$ cat config.mk
export PLATFORM = sky130hd
export DESIGN_NAME = fir_pipe_sat
export DESIGN_NICKNAME = d
export VERILOG_FILES = /design/src/rtl/fir_pipe_sat.sv
export SDC_FILE = /design/constraint.sdc
export NUM_CORES = 2
export LEC_CHECK = 0
export ABC_AREA = 0
export CAP_MARGIN = 20
export CORE_MARGIN = 1.5
export CORE_UTILIZATION = 34
export DETAILED_ROUTE_END_ITERATION = 8
export PLACE_DENSITY = 0.55
export RECOVER_POWER = 50
export REMOVE_ABC_BUFFERS = 1
export SYNTH_ARGS = -nofsm -noshare
export SYNTH_HDL_FRONTEND = slang
export SYNTH_SLANG_ARGS = --single-unit
$ cat constraint.sdc
create_clock -name axis_clk -period 16 [get_ports axis_clk]
set_input_delay 3.2 -clock axis_clk [delete_from_list [all_inputs] [get_ports axis_clk]]
set_output_delay 3.2 -clock axis_clk [all_outputs]
set_load 0.05 [all_outputs]
$ cat src/rtl/fir_pipe_sat.sv
// Pipelined single-MAC FIR engine with runtime tap count, output shift and saturation.
// AXI-Lite configuration, AXI-Stream in/out, external tap and data BRAMs with 1-cycle reads.
module fir_pipe_sat #(
  parameter int unsigned pADDR_WIDTH = 12,
  parameter int unsigned pDATA_WIDTH = 32,
  parameter int unsigned MAX_TAPS    = 32,
  parameter int unsigned ACC_WIDTH   = 2*pDATA_WIDTH+8
) (
  input  logic                   axis_clk,
  input  logic                   axis_rst,
  input  logic                   awvalid,
  output logic                   awready,
  input  logic [pADDR_WIDTH-1:0] awaddr,
  input  logic                   wvalid,
  output logic                   wready,
  input  logic [pDATA_WIDTH-1:0] wdata,
  input  logic                   arvalid,
  output logic                   arready,
  input  logic [pADDR_WIDTH-1:0] araddr,
  output logic                   rvalid,
  input  logic                   rready,
  output logic [pDATA_WIDTH-1:0] rdata,
  input  logic                   ss_tvalid,
  input  logic                   ss_tlast,
  input  logic [pDATA_WIDTH-1:0] ss_tdata,
  output logic                   ss_tready,
  output logic                   sm_tvalid,
  output logic                   sm_tlast,
  output logic [pDATA_WIDTH-1:0] sm_tdata,
  input  logic                   sm_tready,
  output logic                   tap_EN,
  output logic [3:0]             tap_WE,
  output logic [pADDR_WIDTH-1:0] tap_A,
  output logic [pDATA_WIDTH-1:0] tap_Di,
  input  logic [pDATA_WIDTH-1:0] tap_Do,
  output logic                   data_EN,
  output logic [3:0]             data_WE,
  output logic [pADDR_WIDTH-1:0] data_A,
  output logic [pDATA_WIDTH-1:0] data_Di,
  input  logic [pDATA_WIDTH-1:0] data_Do
);

  localparam int unsigned D  = pDATA_WIDTH;
  localparam int unsigned A  = pADDR_WIDTH;
  localparam int unsigned NW = $clog2(MAX_TAPS + 1);
  localparam int unsigned CW = NW + 1;
  localparam logic [A-1:0] TapBase = A'('h80);
  localparam logic [A-1:0] TapEnd  = A'('h80 + 4*MAX_TAPS);
  localparam logic signed [ACC_WIDTH-1:0] SatMax =
      {{(ACC_WIDTH-D+1){1'b0}}, {(D-1){1'b1}}};
  localparam logic signed [ACC_WIDTH-1:0] SatMin =
      {{(ACC_WIDTH-D+1){1'b1}}, {(D-1){1'b0}}};

  typedef enum logic [2:0] {StIdle, StClr, StWait, StMac, StOut} state_e;

  state_e                        r_state;
  logic                          r_wack, r_arready, r_rd_busy, r_rd_stage, r_rd_tapok, r_rvalid;
  logic [A-1:0]                  r_rd_addr;
  logic [D-1:0]                  r_rdata, r_len, r_out_count;
  logic                          r_done, r_err;
  logic [NW-1:0]                 r_ntap, r_wptr;
  logic [5:0]                    r_shift;
  logic [CW-1:0]                 r_cnt;
  logic                          r_v1, r_v2;
  logic signed [2*D-1:0]         r_prod;
  logic signed [ACC_WIDTH-1:0]   r_acc;

  logic                  w_idle, w_wack_d, w_ar_d, w_wr_tap, w_rd_tap, w_start;
  logic                  w_issue, w_last_out;
  logic [CW-1:0]         w_n, w_wp, w_didx;
  logic [D-1:0]          w_rd_val;
  logic signed [ACC_WIDTH-1:0] w_shifted;

  assign w_idle     = (r_state == StIdle);
  assign w_wack_d   = awvalid && wvalid && !r_wack;
  // A read is never launched in the cycle a write owns the tap port.
  assign w_ar_d     = arvalid && !r_rd_busy && !r_arready && !w_wack_d;
  assign w_wr_tap   = r_wack && (awaddr >= TapBase) && (awaddr < TapEnd);
  assign w_rd_tap   = (araddr >= TapBase) && (araddr < TapEnd);
  assign w_start    = r_wack && (awaddr == '0) && wdata[0] && w_idle;
  assign w_n        = {1'b0, r_ntap};
  assign w_wp       = {1'b0, r_wptr};
  assign w_issue    = (r_state == StMac) && (r_cnt < w_n);
  assign w_didx     = (w_wp >= r_cnt) ? (w_wp - r_cnt) : (w_wp + w_n - r_cnt);
  assign w_last_out = (r_out_count == (r_len - D'(1)));
  assign w_shifted  = r_acc >>> r_shift;

  assign awready   = r_wack;
  assign wready    = r_wack;
  assign arready   = r_arready;
  assign rvalid    = r_rvalid;
  assign rdata     = r_rdata;
  assign ss_tready = (r_state == StWait);
  assign sm_tvalid = (r_state == StOut);
  assign sm_tlast  = sm_tvalid && w_last_out;

  always_comb begin
    if (w_shifted > SatMax)      sm_tdata = SatMax[D-1:0];
    else if (w_shifted < SatMin) sm_tdata = SatMin[D-1:0];
    else                         sm_tdata = w_shifted[D-1:0];
  end

  always_comb begin
    w_rd_val = '0;
    if ((r_rd_addr >= TapBase) && (r_rd_addr < TapEnd)) begin
      w_rd_val = r_rd_tapok ? tap_Do : '1;
    end else begin
      case (r_rd_addr)
        A'('h00): w_rd_val = D'({r_err, w_idle, r_done, 1'b0});
        A'('h10): w_rd_val = r_len;
        A'('h14): w_rd_val = D'(r_ntap);
        A'('h18): w_rd_val = D'(r_shift);
        A'('h1C): w_rd_val = r_out_count;
        default:  w_rd_val = '0;
      endcase
    end
  end

  always_comb begin
    tap_EN = 1'b0;
    tap_WE = 4'h0;
    tap_A  = '0;
    tap_Di = '0;
    if (w_idle) begin
      if (w_wr_tap) begin
        tap_EN = 1'b1;
        tap_WE = 4'hF;
        tap_A  = awaddr - TapBase;
        tap_Di = wdata;
      end else if (r_arready && w_rd_tap) begin
        tap_EN = 1'b1;
        tap_A  = araddr - TapBase;
      end
    end else if (w_issue) begin
      tap_EN = 1'b1;
      tap_A  = A'({r_cnt, 2'b00});
    end
  end

  always_comb begin
    data_EN = 1'b0;
    data_WE = 4'h0;
    data_A  = '0;
    data_Di = '0;
    case (r_state)
      StClr: begin
        data_EN = 1'b1;
        data_WE = 4'hF;
        data_A  = A'({r_cnt, 2'b00});
      end
      StWait: begin
        if (ss_tvalid) begin
          data_EN = 1'b1;
          data_WE = 4'hF;
          data_A  = A'({r_wptr, 2'b00});
          data_Di = ss_tdata;
        end
      end
      StMac: begin
        if (w_issue) begin
          data_EN = 1'b1;
          data_A  = A'({w_didx, 2'b00});
        end
      end
      default: ;
    endcase
  end

  always_ff @(posedge axis_clk) begin
    if (axis_rst) begin
      r_state     <= StIdle;
      r_wack      <= 1'b0;
      r_arready   <= 1'b0;
      r_rd_busy   <= 1'b0;
      r_rd_stage  <= 1'b0;
      r_rd_tapok  <= 1'b0;
      r_rvalid    <= 1'b0;
      r_rd_addr   <= '0;
      r_rdata     <= '0;
      r_len       <= '0;
      r_out_count <= '0;
      r_done      <= 1'b0;
      r_err       <= 1'b0;
      r_ntap      <= NW'(MAX_TAPS);
      r_wptr      <= '0;
      r_shift     <= '0;
      r_cnt       <= '0;
      r_v1        <= 1'b0;
      r_v2        <= 1'b0;
      r_prod      <= '0;
      r_acc       <= '0;
    end else begin
      r_wack    <= w_wack_d;
      r_arready <= w_ar_d;

      if (r_arready) begin
        r_rd_busy  <= 1'b1;
        r_rd_addr  <= araddr;
        r_rd_tapok <= w_idle;
        r_rd_stage <= 1'b1;
      end
      if (r_rd_stage) begin
        r_rd_stage <= 1'b0;
        r_rvalid   <= 1'b1;
        r_rdata    <= w_rd_val;
      end
      if (r_rvalid && rready) begin
        r_rvalid  <= 1'b0;
        r_rd_busy <= 1'b0;
        if (r_rd_addr == '0) begin
          r_done <= 1'b0;
          r_err  <= 1'b0;
        end
      end

      if (r_wack && w_idle) begin
        case (awaddr)
          A'('h10): r_len   <= wdata;
          A'('h14): r_ntap  <= ((wdata == '0) || (wdata > D'(MAX_TAPS))) ? NW'(MAX_TAPS)
                                                                         : NW'(wdata);
          A'('h18): r_shift <= wdata[5:0];
          default: ;
        endcase
      end

      // Read -> product -> accumulate, one tap per cycle.
      r_v1 <= w_issue;
      r_v2 <= r_v1;
      if (r_v1) begin
        r_prod <= $signed({{D{tap_Do[D-1]}}, tap_Do}) * $signed({{D{data_Do[D-1]}}, data_Do});
      end
      if (r_v2) begin
        r_acc <= r_acc + {{(ACC_WIDTH-2*D){r_prod[2*D-1]}}, r_prod};
      end

      case (r_state)
        StIdle: begin
          if (w_start) begin
            r_state     <= StClr;
            r_cnt       <= '0;
            r_wptr      <= '0;
            r_out_count <= '0;
            r_done      <= 1'b0;
            r_err       <= 1'b0;
            r_acc       <= '0;
          end
        end
        StClr: begin
          r_cnt <= r_cnt + CW'(1);
          if (r_cnt == (w_n - CW'(1))) begin
            r_cnt <= '0;
            if (r_len == '0) begin
              r_state <= StIdle;
              r_done  <= 1'b1;
            end else begin
              r_state <= StWait;
            end
          end
        end
        StWait: begin
          if (ss_tvalid) begin
            r_cnt   <= '0;
            r_state <= StMac;
            if (ss_tlast != w_last_out) r_err <= 1'b1;
          end
        end
        StMac: begin
          r_cnt <= r_cnt + CW'(1);
          // Last product lands in the accumulator two cycles after the last issue.
          if (r_cnt == (w_n + CW'(1))) r_state <= StOut;
        end
        StOut: begin
          if (sm_tready) begin
            r_out_count <= r_out_count + D'(1);
            r_wptr      <= (r_wptr == (r_ntap - NW'(1))) ? '0 : r_wptr + NW'(1);
            r_acc       <= '0;
            if (w_last_out) begin
              r_state <= StIdle;
              r_done  <= 1'b1;
            end else begin
              r_state <= StWait;
            end
          end
        end
        default: r_state <= StIdle;
      endcase
    end
  end

endmodule
==> metrics.md <==
| Metric | Value |
|---|---|
| Buffers on Ports | 324 |
| Syn_area_per_cell | 8.577 µm² |
| Path category of the worst min-delay check | flop to flop |
| Max clock buf depth | 3 |
| RR Startpoint | r_state[1] |
| Fraction of layout instances using a drive strength above 1 | 4.183% |
| Initial core utilization | 34.30% |
| Number of synthesized flops with an enable pin | 0 |
| Flop and latch count out of synthesis | 282 |
| Arr. time, crit path | 12.57 ns |
| Floorplan die height | 422.2 µm |
| Post-DR wirelength/cell | 20.91 µm |
| TritonCTS clock tree | done |
| Worst rel slew slack | -151.7% |
| Site Rows | 153 |
| Boundary Pins | 330 |
| Number of buffers created by CTS | 37 |
| Sequential fraction of the synthesis area | 9.447% |
| Post-detailed-route count of antenna-violating nets | 0 |
| Summed instance area of the synthesized netlist | 59,760 µm² |
| Leading cell types in the layout, fill and taps excluded | 1,090 x sky130_fd_sc_hd__fa_1, 1,020 x sky130_fd_sc_hd__inv_1, 864 x sky130_fd_sc_hd__nand2_1, 591 x sky130_fd_sc_hd__and2_1, 455 x sky130_fd_sc_hd__nor2_1 |
| Worst hold stages | 2 |
| Worst Min Path Start | rdata[17] |
| DRT Wirelength | 195.1 mm |
| Worst reg2reg setup slack | 11.02 ns |
| Weighted congestion reported at the end of routability-driven placement | 0.9026 |
| Commonest non-fill, non-tap cell in the layout | sky130_fd_sc_hd__fa_1 |
| Post-cts resize count | 0 |
| Final standard cell utilization of the core | 37.83% |
| Final critical-path share of the clock period | 75.80% |
| Required time of the worst setup path | 16.45 ns |
| Count of maximum capacitance violations | 6 |
| Capturing point of the worst reg2reg path | r_acc[70] |
| Crit Path Category | primary input to flop |
| Core Footprint | 174,200 µm² |
| Setup repair after global routing missed its margin | no |
| Placed wire-length estimate | 148.9 mm |
| H-Tree Level Count | 2 |
| Worst min-delay path endpoint | rdata[17] |
| Result of the run | finished, violations left |
| Failing checks | capacitance limit, slew limit |
| Total negative slack for setup checks | 0 ns |
| Most used DFF post-synth | sky130_fd_sc_hd__dfxtp_1 |
| Fin crit period | 12.13 ns |
| Largest net degree at the start of global routing | 85 |
| # clock sinks | 282 |
| Number of distinct standard cells referenced by the synthesized netlist | 91 |
| Area of the multi-input gates | 48,580 µm² |
| Detailed-router iteration count before antenna repair | 7 |
| Crit end category | flop |
| Initial DRC Count | 3,372 |
| Vias after detailed routing | 48,470 |
| Total grt overflow | 0 |
| Initial antenna violation count | 3 |
| Synth warn | 0 |
| Vias in the first global route | 50,930 |
| Worst-Margin Slew | 3.776 ns |
| Minimum hold slack | 0.4740 ns |
| CTS clock-pin slew for the worst setup and hold paths | 0.06 ns |
| Die area | 178,300 µm² |
| Via/cell ratio | 5.195 |
| Total of fill cells in the finished design | 17,960 |
| Fmax | 82.46 MHz |
| Post-Syn Instances | 6,967 |
| ANT cells | 0 |
| Later-pin clock latency in the skew report | 0.56 ns |
| Clock skew after layout | 0.02087 ns |
| Pre-CTS setup slack | 3.462 ns |
| Category of the worst setup path launch point | primary input |
| Number of setup violations in the final report | 0 |
| Count of nets after finishing | 8,517 |
| Total global routing track utilization | 21.80% |
| Synth async-reset ratio | 0% |
| First-pass GRT wire length | 306.0 mm |
| Root buffer cell | sky130_fd_sc_hd__clkbuf_16 |
| Final worst-path setup slack | 3.873 ns |
| Synth-to-Final Area Change | 10.28% |
| Residual DRC | 0 |
| Biggest fanout along the worst timing path | 27 |
| Cells on worst reg2reg path | 9 |
| Number of buffers added to fix hold violations after cts | 0 |
| Width of the die | 422.2 µm |
| Setup bufs post-CTS | 0 |
| Hold violation count in the final report | 0 |
| Total count of max-transition violations in the final report | 327 |
| FF/Latch Area | 5667 µm² |
[per-stage QoR]
stage               cell area [µm²]  instances
finish                        65900       9329
global route                  65900       9329
CTS                           65870       9327
detailed placement            64730       9266
global placement              64730       9266
floorplan                     58040       6534
[worst max path at each step]
stage / slack, ns / start / depth (start not counted) / endpoint
floorplan: 5.63 / r_shift[3] / 11 / sm_tdata[0]
global placement: 3.52 / data_Do[7] / 24 / r_prod[60]
detailed placement: 3.46 / data_Do[7] / 24 / r_prod[60]
CTS: 4.06 / data_Do[7] / 24 / r_prod[60]
global route: 3.40 / data_Do[7] / 26 / r_prod[60]
finish: 3.87 / data_Do[31] / 23 / r_prod[60]
[synth_stat cells, drive strengths merged, types with 16 or more instances]
cell type  number  area [µm²]
o21bai         32       240.2
ha            284        3553
nor4           32       221.5
a22oi          16       120.1
mux4           54        1216
and2          591        3697
or3            22       142.6
inv          1022        3836
a31oi          27       168.9
nand3          90       455.4
a21o           88       660.6
nor3           72       376.6
o22ai          28       175.2
clkbuf        378        1419
and3           33       206.5
a211oi         45       337.8
dfxtp         282        5645
o211ai         23       172.7
buf            59       312.8
o21a           21       157.7
mux2i         201        2012
nor2          456        1712
nand2b         43       271.5
nand4          43       275.3
a221oi         35       312.8
a21oi         292        1461
nand2         865        3249
xor2           96       840.8
xnor2         147        1287
mux2           35       394.1
nor2b          57       356.6
fa           1090       21820
o21ai         244        1221
[sequential cells by signal, indices dropped and copies added, names as in the netlist, 3 cells and up]
register / flops
rdata: 32
r_out_count: 32
r_prod: 64
r_rd_addr: 12
r_cnt: 7
r_ntap: 6
r_acc: 72
r_state: 3
r_shift: 6
r_wptr: 6
r_len: 32
[layout make-up]
| class | instances | share of cell area (%) |
|---|---|---|
| Tap cell | 2325 | 4.414 |
| Sequential cell | 282 | 8.599 |
| Inverter | 1025 | 5.838 |
| Timing Repair Buffer | 409 | 5.707 |
| Clock buffer | 48 | 1.545 |
| Multi-Input combinational cell | 5227 | 73.71 |
| Clock inverter | 13 | 0.1823 |
[critical path: stages]
cell	delay [ns]
sky130_fd_sc_hd__clkdlybuf4s50_1	0.88
sky130_fd_sc_hd__clkinv_1	1.04
sky130_fd_sc_hd__nor2_1	0.39
sky130_fd_sc_hd__fa_1	0.47
sky130_fd_sc_hd__fa_1	0.51
sky130_fd_sc_hd__fa_1	0.44
sky130_fd_sc_hd__fa_1	0.53
sky130_fd_sc_hd__fa_1	0.43
sky130_fd_sc_hd__fa_1	0.46
sky130_fd_sc_hd__fa_1	0.53
sky130_fd_sc_hd__fa_1	0.42
sky130_fd_sc_hd__ha_1	0.43
sky130_fd_sc_hd__and3_1	0.32
sky130_fd_sc_hd__nor2b_1	0.16
sky130_fd_sc_hd__o21ai_1	0.20
sky130_fd_sc_hd__nand2_1	0.11
sky130_fd_sc_hd__a31oi_1	0.29
sky130_fd_sc_hd__o221a_2	0.24
sky130_fd_sc_hd__o21ai_1	0.09
sky130_fd_sc_hd__a221oi_1	0.53
sky130_fd_sc_hd__o21ai_0	0.22
sky130_fd_sc_hd__nor4bb_1	0.18
sky130_fd_sc_hd__or3_1	0.48
[kinds of logic after synthesis]
group / synth area share, %
other: 0.006275
XOR/XNOR: 3.561
multiplexers: 6.061
AND/OR/NAND/NOR: 19.10
adder cells (fa/ha/maj): 42.46
flip-flops: 9.447
AO/OA/AOI/OAI: 10.02
buffers and inverters: 9.336
[per-layer routing]
| layer | routed length, µm | GRT usage (%) |
|---|---|---|
| met5 | 13 | 0 |
| met4 | 3856 | 4.335 |
| met3 | 11190 | 2.509 |
| met2 | 90110 | 35.51 |
| met1 | 89920 | 31.15 |
Power is left out: the tool's default activity adds up to more than one toggle a clock period on the data nets, which glitch-free logic cannot reach.
